--- src/rtl/axi4_lite_pkg.sv ---
// Shared definitions for the AXI4-Lite 2-master/1-slave interconnect.
//   wr_state_e : write path FSM encodings
//   rd_state_e : read path FSM encodings
//   RESP_*     : AXI response codes (passed through, never generated here)
package axi4_lite_pkg;

  typedef enum logic [1:0] {
    W_IDLE = 2'd0,
    W_ADDR = 2'd1,
    W_RESP = 2'd2
  } wr_state_e;

  typedef enum logic [1:0] {
    R_IDLE = 2'd0,
    R_ADDR = 2'd1,
    R_DATA = 2'd2
  } rd_state_e;

  localparam logic [1:0] RESP_OKAY   = 2'b00;
  localparam logic [1:0] RESP_SLVERR = 2'b10;

endpackage

--- src/rtl/axi4_lite_rr_arbiter2.sv ---
// Two-requester round-robin arbiter with a held grant.
//   clk, rst_n : clock, async active-low reset
//   req        : request pair (bit N = master N)
//   take       : capture a new grant this cycle (ignored if no request)
//   rel        : transaction finished; priority passes to the other master
//   grant      : registered index of the granted master
module axi4_lite_rr_arbiter2 (
  input  logic       clk,
  input  logic       rst_n,
  input  logic [1:0] req,
  input  logic       take,
  input  logic       rel,
  output logic       grant
);

  logic prio;
  logic winner;

  // Priority holder wins if it asks; otherwise the other one must be asking.
  always_comb winner = req[prio] ? prio : ~prio;

  always_ff @(posedge clk or negedge rst_n) begin
    if (!rst_n) begin
      grant <= 1'b0;
      prio  <= 1'b0;
    end else begin
      if (take && (|req)) grant <= winner;
      if (rel)            prio  <= ~grant;
    end
  end

endmodule

--- src/rtl/axi4_lite_interconnect_m2s1.sv ---
// AXI4-Lite interconnect: masters m0/m1 share slave s0.
// Write and read paths arbitrate independently (round-robin) and stay
// locked to the granted master from address phase to response handshake.
//   iCLK, iRST          : clock, async active-low reset
//   mN_AW*/W*/B*        : write channels from/to master N
//   mN_AR*/R*           : read channels from/to master N
//   s0_*                : channels to/from the shared slave
module axi4_lite_interconnect_m2s1
  import axi4_lite_pkg::*;
#(
  parameter int ADDR_WIDTH = 32,
  parameter int DATA_WIDTH = 32
) (
  input  logic                    iCLK,
  input  logic                    iRST,
  // master 0
  input  logic                    m0_AWVALID,
  input  logic [ADDR_WIDTH-1:0]   m0_AWADDR,
  output logic                    m0_AWREADY,
  input  logic                    m0_WVALID,
  input  logic [DATA_WIDTH-1:0]   m0_WDATA,
  input  logic [DATA_WIDTH/8-1:0] m0_WSTRB,
  output logic                    m0_WREADY,
  output logic                    m0_BVALID,
  output logic [1:0]              m0_BRESP,
  input  logic                    m0_BREADY,
  input  logic                    m0_ARVALID,
  input  logic [ADDR_WIDTH-1:0]   m0_ARADDR,
  output logic                    m0_ARREADY,
  output logic                    m0_RVALID,
  output logic [DATA_WIDTH-1:0]   m0_RDATA,
  output logic [1:0]              m0_RRESP,
  input  logic                    m0_RREADY,
  // master 1
  input  logic                    m1_AWVALID,
  input  logic [ADDR_WIDTH-1:0]   m1_AWADDR,
  output logic                    m1_AWREADY,
  input  logic                    m1_WVALID,
  input  logic [DATA_WIDTH-1:0]   m1_WDATA,
  input  logic [DATA_WIDTH/8-1:0] m1_WSTRB,
  output logic                    m1_WREADY,
  output logic                    m1_BVALID,
  output logic [1:0]              m1_BRESP,
  input  logic                    m1_BREADY,
  input  logic                    m1_ARVALID,
  input  logic [ADDR_WIDTH-1:0]   m1_ARADDR,
  output logic                    m1_ARREADY,
  output logic                    m1_RVALID,
  output logic [DATA_WIDTH-1:0]   m1_RDATA,
  output logic [1:0]              m1_RRESP,
  input  logic                    m1_RREADY,
  // slave 0
  output logic                    s0_AWVALID,
  output logic [ADDR_WIDTH-1:0]   s0_AWADDR,
  input  logic                    s0_AWREADY,
  output logic                    s0_WVALID,
  output logic [DATA_WIDTH-1:0]   s0_WDATA,
  output logic [DATA_WIDTH/8-1:0] s0_WSTRB,
  input  logic                    s0_WREADY,
  input  logic                    s0_BVALID,
  input  logic [1:0]              s0_BRESP,
  output logic                    s0_BREADY,
  output logic                    s0_ARVALID,
  output logic [ADDR_WIDTH-1:0]   s0_ARADDR,
  input  logic                    s0_ARREADY,
  input  logic                    s0_RVALID,
  input  logic [DATA_WIDTH-1:0]   s0_RDATA,
  input  logic [1:0]              s0_RRESP,
  output logic                    s0_RREADY
);

  localparam int SW = DATA_WIDTH/8;

  // Master-side signals gathered into index-by-master arrays.
  logic [1:0]                 awvalid, wvalid, bready, arvalid, rready;
  logic [1:0][ADDR_WIDTH-1:0] awaddr, araddr;
  logic [1:0][DATA_WIDTH-1:0] wdata;
  logic [1:0][SW-1:0]         wstrb;

  assign awvalid = {m1_AWVALID, m0_AWVALID};
  assign wvalid  = {m1_WVALID,  m0_WVALID};
  assign bready  = {m1_BREADY,  m0_BREADY};
  assign arvalid = {m1_ARVALID, m0_ARVALID};
  assign rready  = {m1_RREADY,  m0_RREADY};
  assign awaddr  = {m1_AWADDR,  m0_AWADDR};
  assign araddr  = {m1_ARADDR,  m0_ARADDR};
  assign wdata   = {m1_WDATA,   m0_WDATA};
  assign wstrb   = {m1_WSTRB,   m0_WSTRB};

  logic [1:0]                 m_awready, m_wready, m_bvalid, m_arready, m_rvalid;
  logic [1:0][1:0]            m_bresp, m_rresp;
  logic [1:0][DATA_WIDTH-1:0] m_rdata;

  assign {m1_AWREADY, m0_AWREADY} = m_awready;
  assign {m1_WREADY,  m0_WREADY}  = m_wready;
  assign {m1_BVALID,  m0_BVALID}  = m_bvalid;
  assign {m1_BRESP,   m0_BRESP}   = m_bresp;
  assign {m1_ARREADY, m0_ARREADY} = m_arready;
  assign {m1_RVALID,  m0_RVALID}  = m_rvalid;
  assign {m1_RDATA,   m0_RDATA}   = m_rdata;
  assign {m1_RRESP,   m0_RRESP}   = m_rresp;

  // ---------------- write path ----------------
  wr_state_e wr_state, wr_next;
  logic      aw_done, w_done, aw_done_d, w_done_d;
  logic      aw_hs, w_hs;
  logic      w_take, w_rel, wg;

  axi4_lite_rr_arbiter2 u_wr_arb (
    .clk   (iCLK),
    .rst_n (iRST),
    .req   (awvalid),
    .take  (w_take),
    .rel   (w_rel),
    .grant (wg)
  );

  always_ff @(posedge iCLK or negedge iRST) begin
    if (!iRST) begin
      wr_state <= W_IDLE;
      aw_done  <= 1'b0;
      w_done   <= 1'b0;
    end else begin
      wr_state <= wr_next;
      aw_done  <= aw_done_d;
      w_done   <= w_done_d;
    end
  end

  always_comb begin
    wr_next    = wr_state;
    aw_done_d  = aw_done;
    w_done_d   = w_done;
    w_take     = 1'b0;
    w_rel      = 1'b0;
    aw_hs      = 1'b0;
    w_hs       = 1'b0;
    s0_AWVALID = 1'b0;
    s0_AWADDR  = '0;
    s0_WVALID  = 1'b0;
    s0_WDATA   = '0;
    s0_WSTRB   = '0;
    s0_BREADY  = 1'b0;
    m_awready  = '0;
    m_wready   = '0;
    m_bvalid   = '0;
    m_bresp    = '0;
    case (wr_state)
      W_IDLE: begin
        if (|awvalid) begin
          w_take  = 1'b1;
          wr_next = W_ADDR;
        end
      end
      W_ADDR: begin
        // Each channel is masked once it has handshaken so s0 never sees
        // a duplicate address or data beat while the other one lags.
        s0_AWVALID    = awvalid[wg] & ~aw_done;
        s0_AWADDR     = awaddr[wg];
        s0_WVALID     = wvalid[wg] & ~w_done;
        s0_WDATA      = wdata[wg];
        s0_WSTRB      = wstrb[wg];
        m_awready[wg] = s0_AWREADY & ~aw_done;
        m_wready[wg]  = s0_WREADY & ~w_done;
        aw_hs         = awvalid[wg] & ~aw_done & s0_AWREADY;
        w_hs          = wvalid[wg] & ~w_done & s0_WREADY;
        if ((aw_done | aw_hs) && (w_done | w_hs)) begin
          wr_next   = W_RESP;
          aw_done_d = 1'b0;
          w_done_d  = 1'b0;
        end else begin
          aw_done_d = aw_done | aw_hs;
          w_done_d  = w_done | w_hs;
        end
      end
      W_RESP: begin
        m_bvalid[wg] = s0_BVALID;
        m_bresp[wg]  = s0_BRESP;
        s0_BREADY    = bready[wg];
        if (s0_BVALID && bready[wg]) begin
          wr_next = W_IDLE;
          w_rel   = 1'b1;
        end
      end
      default: wr_next = W_IDLE;
    endcase
  end

  // ---------------- read path ----------------
  rd_state_e rd_state, rd_next;
  logic      r_take, r_rel, rg;

  axi4_lite_rr_arbiter2 u_rd_arb (
    .clk   (iCLK),
    .rst_n (iRST),
    .req   (arvalid),
    .take  (r_take),
    .rel   (r_rel),
    .grant (rg)
  );

  always_ff @(posedge iCLK or negedge iRST) begin
    if (!iRST) rd_state <= R_IDLE;
    else       rd_state <= rd_next;
  end

  always_comb begin
    rd_next    = rd_state;
    r_take     = 1'b0;
    r_rel      = 1'b0;
    s0_ARVALID = 1'b0;
    s0_ARADDR  = '0;
    s0_RREADY  = 1'b0;
    m_arready  = '0;
    m_rvalid   = '0;
    m_rdata    = '0;
    m_rresp    = '0;
    case (rd_state)
      R_IDLE: begin
        if (|arvalid) begin
          r_take  = 1'b1;
          rd_next = R_ADDR;
        end
      end
      R_ADDR: begin
        s0_ARVALID    = arvalid[rg];
        s0_ARADDR     = araddr[rg];
        m_arready[rg] = s0_ARREADY;
        if (arvalid[rg] && s0_ARREADY) rd_next = R_DATA;
      end
      R_DATA: begin
        m_rvalid[rg] = s0_RVALID;
        m_rdata[rg]  = s0_RDATA;
        m_rresp[rg]  = s0_RRESP;
        s0_RREADY    = rready[rg];
        if (s0_RVALID && rready[rg]) begin
          rd_next = R_IDLE;
          r_rel   = 1'b1;
        end
      end
      default: rd_next = R_IDLE;
    endcase
  end

endmodule
--- config.mk ---
export PLATFORM = sky130hd
export DESIGN_NAME = axi4_lite_interconnect_m2s1
export DESIGN_NICKNAME = d
export VERILOG_FILES = /design/src/rtl/axi4_lite_pkg.sv /design/src/rtl/axi4_lite_rr_arbiter2.sv /design/src/rtl/axi4_lite_interconnect_m2s1.sv
export SDC_FILE = /design/constraint.sdc
export NUM_CORES = 1
export LEC_CHECK = 0
export ABC_AREA = 1
export CORE_AREA = 2 2 169 171
export CTS_CLUSTER_DIAMETER = 120
export CTS_CLUSTER_SIZE = 28
export DETAILED_ROUTE_END_ITERATION = 10
export DIE_AREA = 0 0 171 173
export PLACE_DENSITY_LB_ADDON = 0.3
export SLEW_MARGIN = 20
export SYNTH_ARGS = -nofsm -noshare
export SYNTH_HDL_FRONTEND = slang
export SYNTH_SLANG_ARGS = --single-unit
--- constraint.sdc ---
create_clock -name iCLK -period 1.1 [get_ports iCLK]
set_input_delay 0.11 -clock iCLK [delete_from_list [all_inputs] [get_ports iCLK]]
set_output_delay 0.11 -clock iCLK [all_outputs]
set_load 0.02 [all_outputs]
==> flow_metrics.env <==
export IMPL_run_status="complete, but fails checks"
export IMPL_violations="setup timing"
export IMPL_detailedPlacementHpwl_um=16800
export IMPL_layout_drive_gt1_share_pct=50.5
export IMPL_number_of_hold_slack_violations_in_the_final_timing_report=0
export IMPL_synth_seq_area_share_pct=9.86
export IMPL_critPathMaxFanout=18
export IMPL_grt_overflow=0
export IMPL_reg2reg_to="wr_state[1]$_DFFE_PN0P_"
export IMPL_cp_end_kind="output port"
export IMPL_ff2ff_path_depth=9
export IMPL_die_area_mm2=0.0296
export IMPL_io_buffers=439
export IMPL_critPathKind="register to output port"
export IMPL_synth_cell_types=21
export IMPL_grt_usage_pct=13.1
export IMPL_routed_wl_met2_um=12000
export IMPL_area_after_dpl_mm2=0.00890
export IMPL_arrival_ns=1.54
export IMPL_gp_congestion=0.763
export IMPL_cts_buffers_inserted=3
export IMPL_worst_skew_pair_late_latency_ns=0.24
export IMPL_ant_nets=0
export IMPL_required_ns=0.99
export IMPL_area_of_the_multi_input_gates_mm2=0.00342
export IMPL_largest_net_degree_at_the_start_of_global_routing=38
export IMPL_detailedPlace_worstSlack_ns=-0.719
export IMPL_root_buffer="sky130_fd_sc_hd__clkbuf_16"
export IMPL_design_area_mm2=0.0105
export IMPL_detail_route_drc_violations=0
export IMPL_maxClockFrequency_ghz=0.607
export IMPL_nets=1334
export IMPL_clock_sink_count=10
export IMPL_critical_path_startpoint_category="register"
export IMPL_die_height_um=173
export IMPL_layout_core_utilization_pct=37.9
export IMPL_mappedNetlistArea_mm2=0.00254
export IMPL_postSynthAreaPerCell_um2=4.57
export IMPL_clock_period_minus_final_worst_setup_slack_ns=1.65
export IMPL_drt_first_pass_iters=4
export IMPL_design_portCount=440
export IMPL_vias_in_the_first_global_route=5577
export IMPL_placementRows=61
export IMPL_clockBufferDepth=2
export IMPL_rsz_0062_raised_after_global_routing="true"
export IMPL_fin_setup_tns_ns=-81.77
export IMPL_synthToLayoutAreaGrowth_pct=313
export IMPL_rrSetupSlack_ns=-0.40
export IMPL_placed_cells=1389
export IMPL_post_route_period_util_pct=150
export IMPL_detail_route_wirelength_um=22400
export IMPL_final_cell_count_no_fill=1461
export IMPL_setup_violations=196
export IMPL_drt_first_iter_violations=114
export IMPL_hold_ws_ns=0.182
export IMPL_synthesis_instances=555
export IMPL_final_fill_count=2884
export IMPL_start_util_pct=9.19
export IMPL_route_detailed_vias_per_inst=3.87
export IMPL_synth_nets=808
export IMPL_r2r_start="u_wr_arb.grant$_DFFE_PN0P_"
export IMPL_met1Wirelength_um=7940
export IMPL_grt_antenna_before_repair=3
export IMPL_cp_startpoint="wr_state[1]$_DFFE_PN0P_"
export IMPL_max_slew_worst_pin_slew_ns=0.284
export IMPL_grt_pass1_wl_um=30800
export IMPL_wl_met3_um=2160
export IMPL_synth_warning_count=0
export IMPL_route_top_layer_used="met4"
export IMPL_die_width_um=171
export IMPL_vdd_drop_max_mv=0.949
export IMPL_htreeDepth=1
export IMPL_final_setup_worst_slack_ns=-0.548
export IMPL_fp_coreArea_mm2=0.0276
export IMPL_synth_seq_cells=10
export IMPL_cts_clk_slew_worst_paths_ns=0.04
export IMPL_totalPowerFinal_mw=23.7
export IMPL_finClkSkew_ns=0.000400
export IMPL_wl_per_cell_um=15.3
export IMPL_cap_viol_max_count=0
export IMPL_sequential_cell_area_um2=253
export IMPL_pwr_per_cell_area_mw_per_mm2=2260
export IMPL_hold_path_class="input pin to async pin"
export IMPL_detailroute_via_count=5656
export IMPL_finalMaxSlewViolations=0
export IMPL_cellLeakagePower_nw=4.43
export IMPL_tightest_slew_margin_relative_to_the_limit_pct=80.9
export IMPL_cts_tree="yes"
-- routing by layer --
layer | vias up | global-route usage [%]
met5 | - | 0
met4 | 0 | 2.82
met3 | 14 | 3.78
met2 | 262 | 25.4
met1 | 2604 | 13.7
li1 | 2776 | -
-- area by class of cell --
cell class | count | area share (%)
clock buffer | 4 | 0.847
multi-input combinational | 450 | 32.7
antenna | 3 | 0.0716
inverter | 56 | 2.22
timing repair buffer | 560 | 57.3
sequential | 10 | 2.41
tap | 378 | 4.51
-- flip-flops by register name, indices dropped and copies added, names as in the netlist --
signal,cells
u_wr_arb.prio,1
aw_done,1
u_rd_arb.prio,1
u_rd_arb.grant,1
wr_state,2
u_wr_arb.grant,1
rd_state,2
w_done,1
-- repair_timing --
item | CTS | global route
endpoints found under the hold margin | 0 | 0
gates resized for setup | 647 | 507
buffers inserted | 5 | 45
endpoints found under the setup margin | 195 | 196
pin swaps | 5 | 16
hold buffers | 0 | 0
gates cloned | 4 | 12
-- cells by family (layout without fill, tap and decap cells) --
logic type / after synthesis / in the layout / synth area share, %
flip-flops: 10 / 10 / 9.86
buffers and inverters: 95 / 620 / 15.9
AND/OR/NAND/NOR: 333 / 333 / 50.6
other: 0 / 3 / 0
AO/OA/AOI/OAI: 117 / 117 / 23.6
-- worst max-delay path, stage by stage (launching register included) --
cell	delay, ns
sky130_fd_sc_hd__dfrtp_1	0.40
sky130_fd_sc_hd__nor2_4	0.15
sky130_fd_sc_hd__clkinv_4	0.11
sky130_fd_sc_hd__buf_16	0.17
sky130_fd_sc_hd__buf_12	0.16
sky130_fd_sc_hd__a21oi_4	0.15
sky130_fd_sc_hd__buf_6	0.15
-- placed cells by master (no fill, tap or decap), types with 2 or more instances in the layout --
cell type                         Yosys  layout
sky130_fd_sc_hd__buf_16               0       8
sky130_fd_sc_hd__inv_4                0       2
sky130_fd_sc_hd__dfrtp_1             10       8
sky130_fd_sc_hd__buf_4                3     122
sky130_fd_sc_hd__nand2_2              1      30
sky130_fd_sc_hd__inv_2                5       4
sky130_fd_sc_hd__inv_1               51      47
sky130_fd_sc_hd__nor2_4               1      75
sky130_fd_sc_hd__clkbuf_16            0      11
sky130_fd_sc_hd__buf_6                1     138
sky130_fd_sc_hd__o21ai_0              4       3
sky130_fd_sc_hd__nor3_2               0       6
sky130_fd_sc_hd__diode_2              0       3
sky130_fd_sc_hd__nand2_1            231     190
sky130_fd_sc_hd__a21oi_1            105      14
sky130_fd_sc_hd__dfrtp_2              0       2
sky130_fd_sc_hd__nor2_1              84       9
sky130_fd_sc_hd__a21oi_2              2      36
sky130_fd_sc_hd__clkdlybuf4s50_1      0     252
sky130_fd_sc_hd__o22ai_1              3       3
sky130_fd_sc_hd__buf_8                0       4
sky130_fd_sc_hd__nor2_2               3       4
sky130_fd_sc_hd__a21oi_4              0      57
sky130_fd_sc_hd__o21ai_1              2       3
sky130_fd_sc_hd__buf_12               0      26
sky130_fd_sc_hd__nand2_4              0      11
sky130_fd_sc_hd__nand3_1              4       4
-- worst max-delay path by stage --
stage	endpoint	slack, ns	cells after the start
3_3_place_gp	s0_ARADDR[23]	-0.70	5
3_5_place_dp	m0_WREADY	-0.72	6
2_1_floorplan	s0_WDATA[18]	-0.20	4
6_report	s0_WDATA[10]	-0.55	6
4_1_cts	m0_WREADY	-0.61	6
5_1_grt	s0_WDATA[10]	-0.60	6
-- where the power goes --
| group | switching [mW] | leakage, nW | internal, mW |
|---|---|---|---|
| clock | 0.181 | 0.0442 | 0.548 |
| combinational | 11.4 | 4.27 | 10.8 |
| sequential | 0.186 | 0.123 | 0.541 |
| total | 11.7 | 4.43 | 11.9 |
-- Yosys cell counts --
master,number,area [µm²]
sky130_fd_sc_hd__o22ai_1,3,18.8
sky130_fd_sc_hd__nor2_2,3,18.8
sky130_fd_sc_hd__buf_6,1,11.3
sky130_fd_sc_hd__nand2_2,1,6.26
sky130_fd_sc_hd__o21bai_1,1,7.51
sky130_fd_sc_hd__buf_4,3,22.5
sky130_fd_sc_hd__inv_2,5,18.8
sky130_fd_sc_hd__o21ai_1,2,10.0
sky130_fd_sc_hd__nor2_1,84,315
sky130_fd_sc_hd__inv_1,51,191
sky130_fd_sc_hd__a21oi_1,105,526
sky130_fd_sc_hd__clkbuf_1,12,45.0
sky130_fd_sc_hd__nand3_1,4,20.0
sky130_fd_sc_hd__a21oi_2,2,17.5
sky130_fd_sc_hd__nand2_1,231,867
sky130_fd_sc_hd__o21ai_0,4,20.0
sky130_fd_sc_hd__dfrtp_1,10,250
sky130_fd_sc_hd__nor3_1,8,40.0
sky130_fd_sc_hd__nor2_4,1,11.3
sky130_fd_sc_hd__buf_2,23,115
sky130_fd_sc_hd__or2_2,1,6.26
Power figures use the tool's default switching activity.
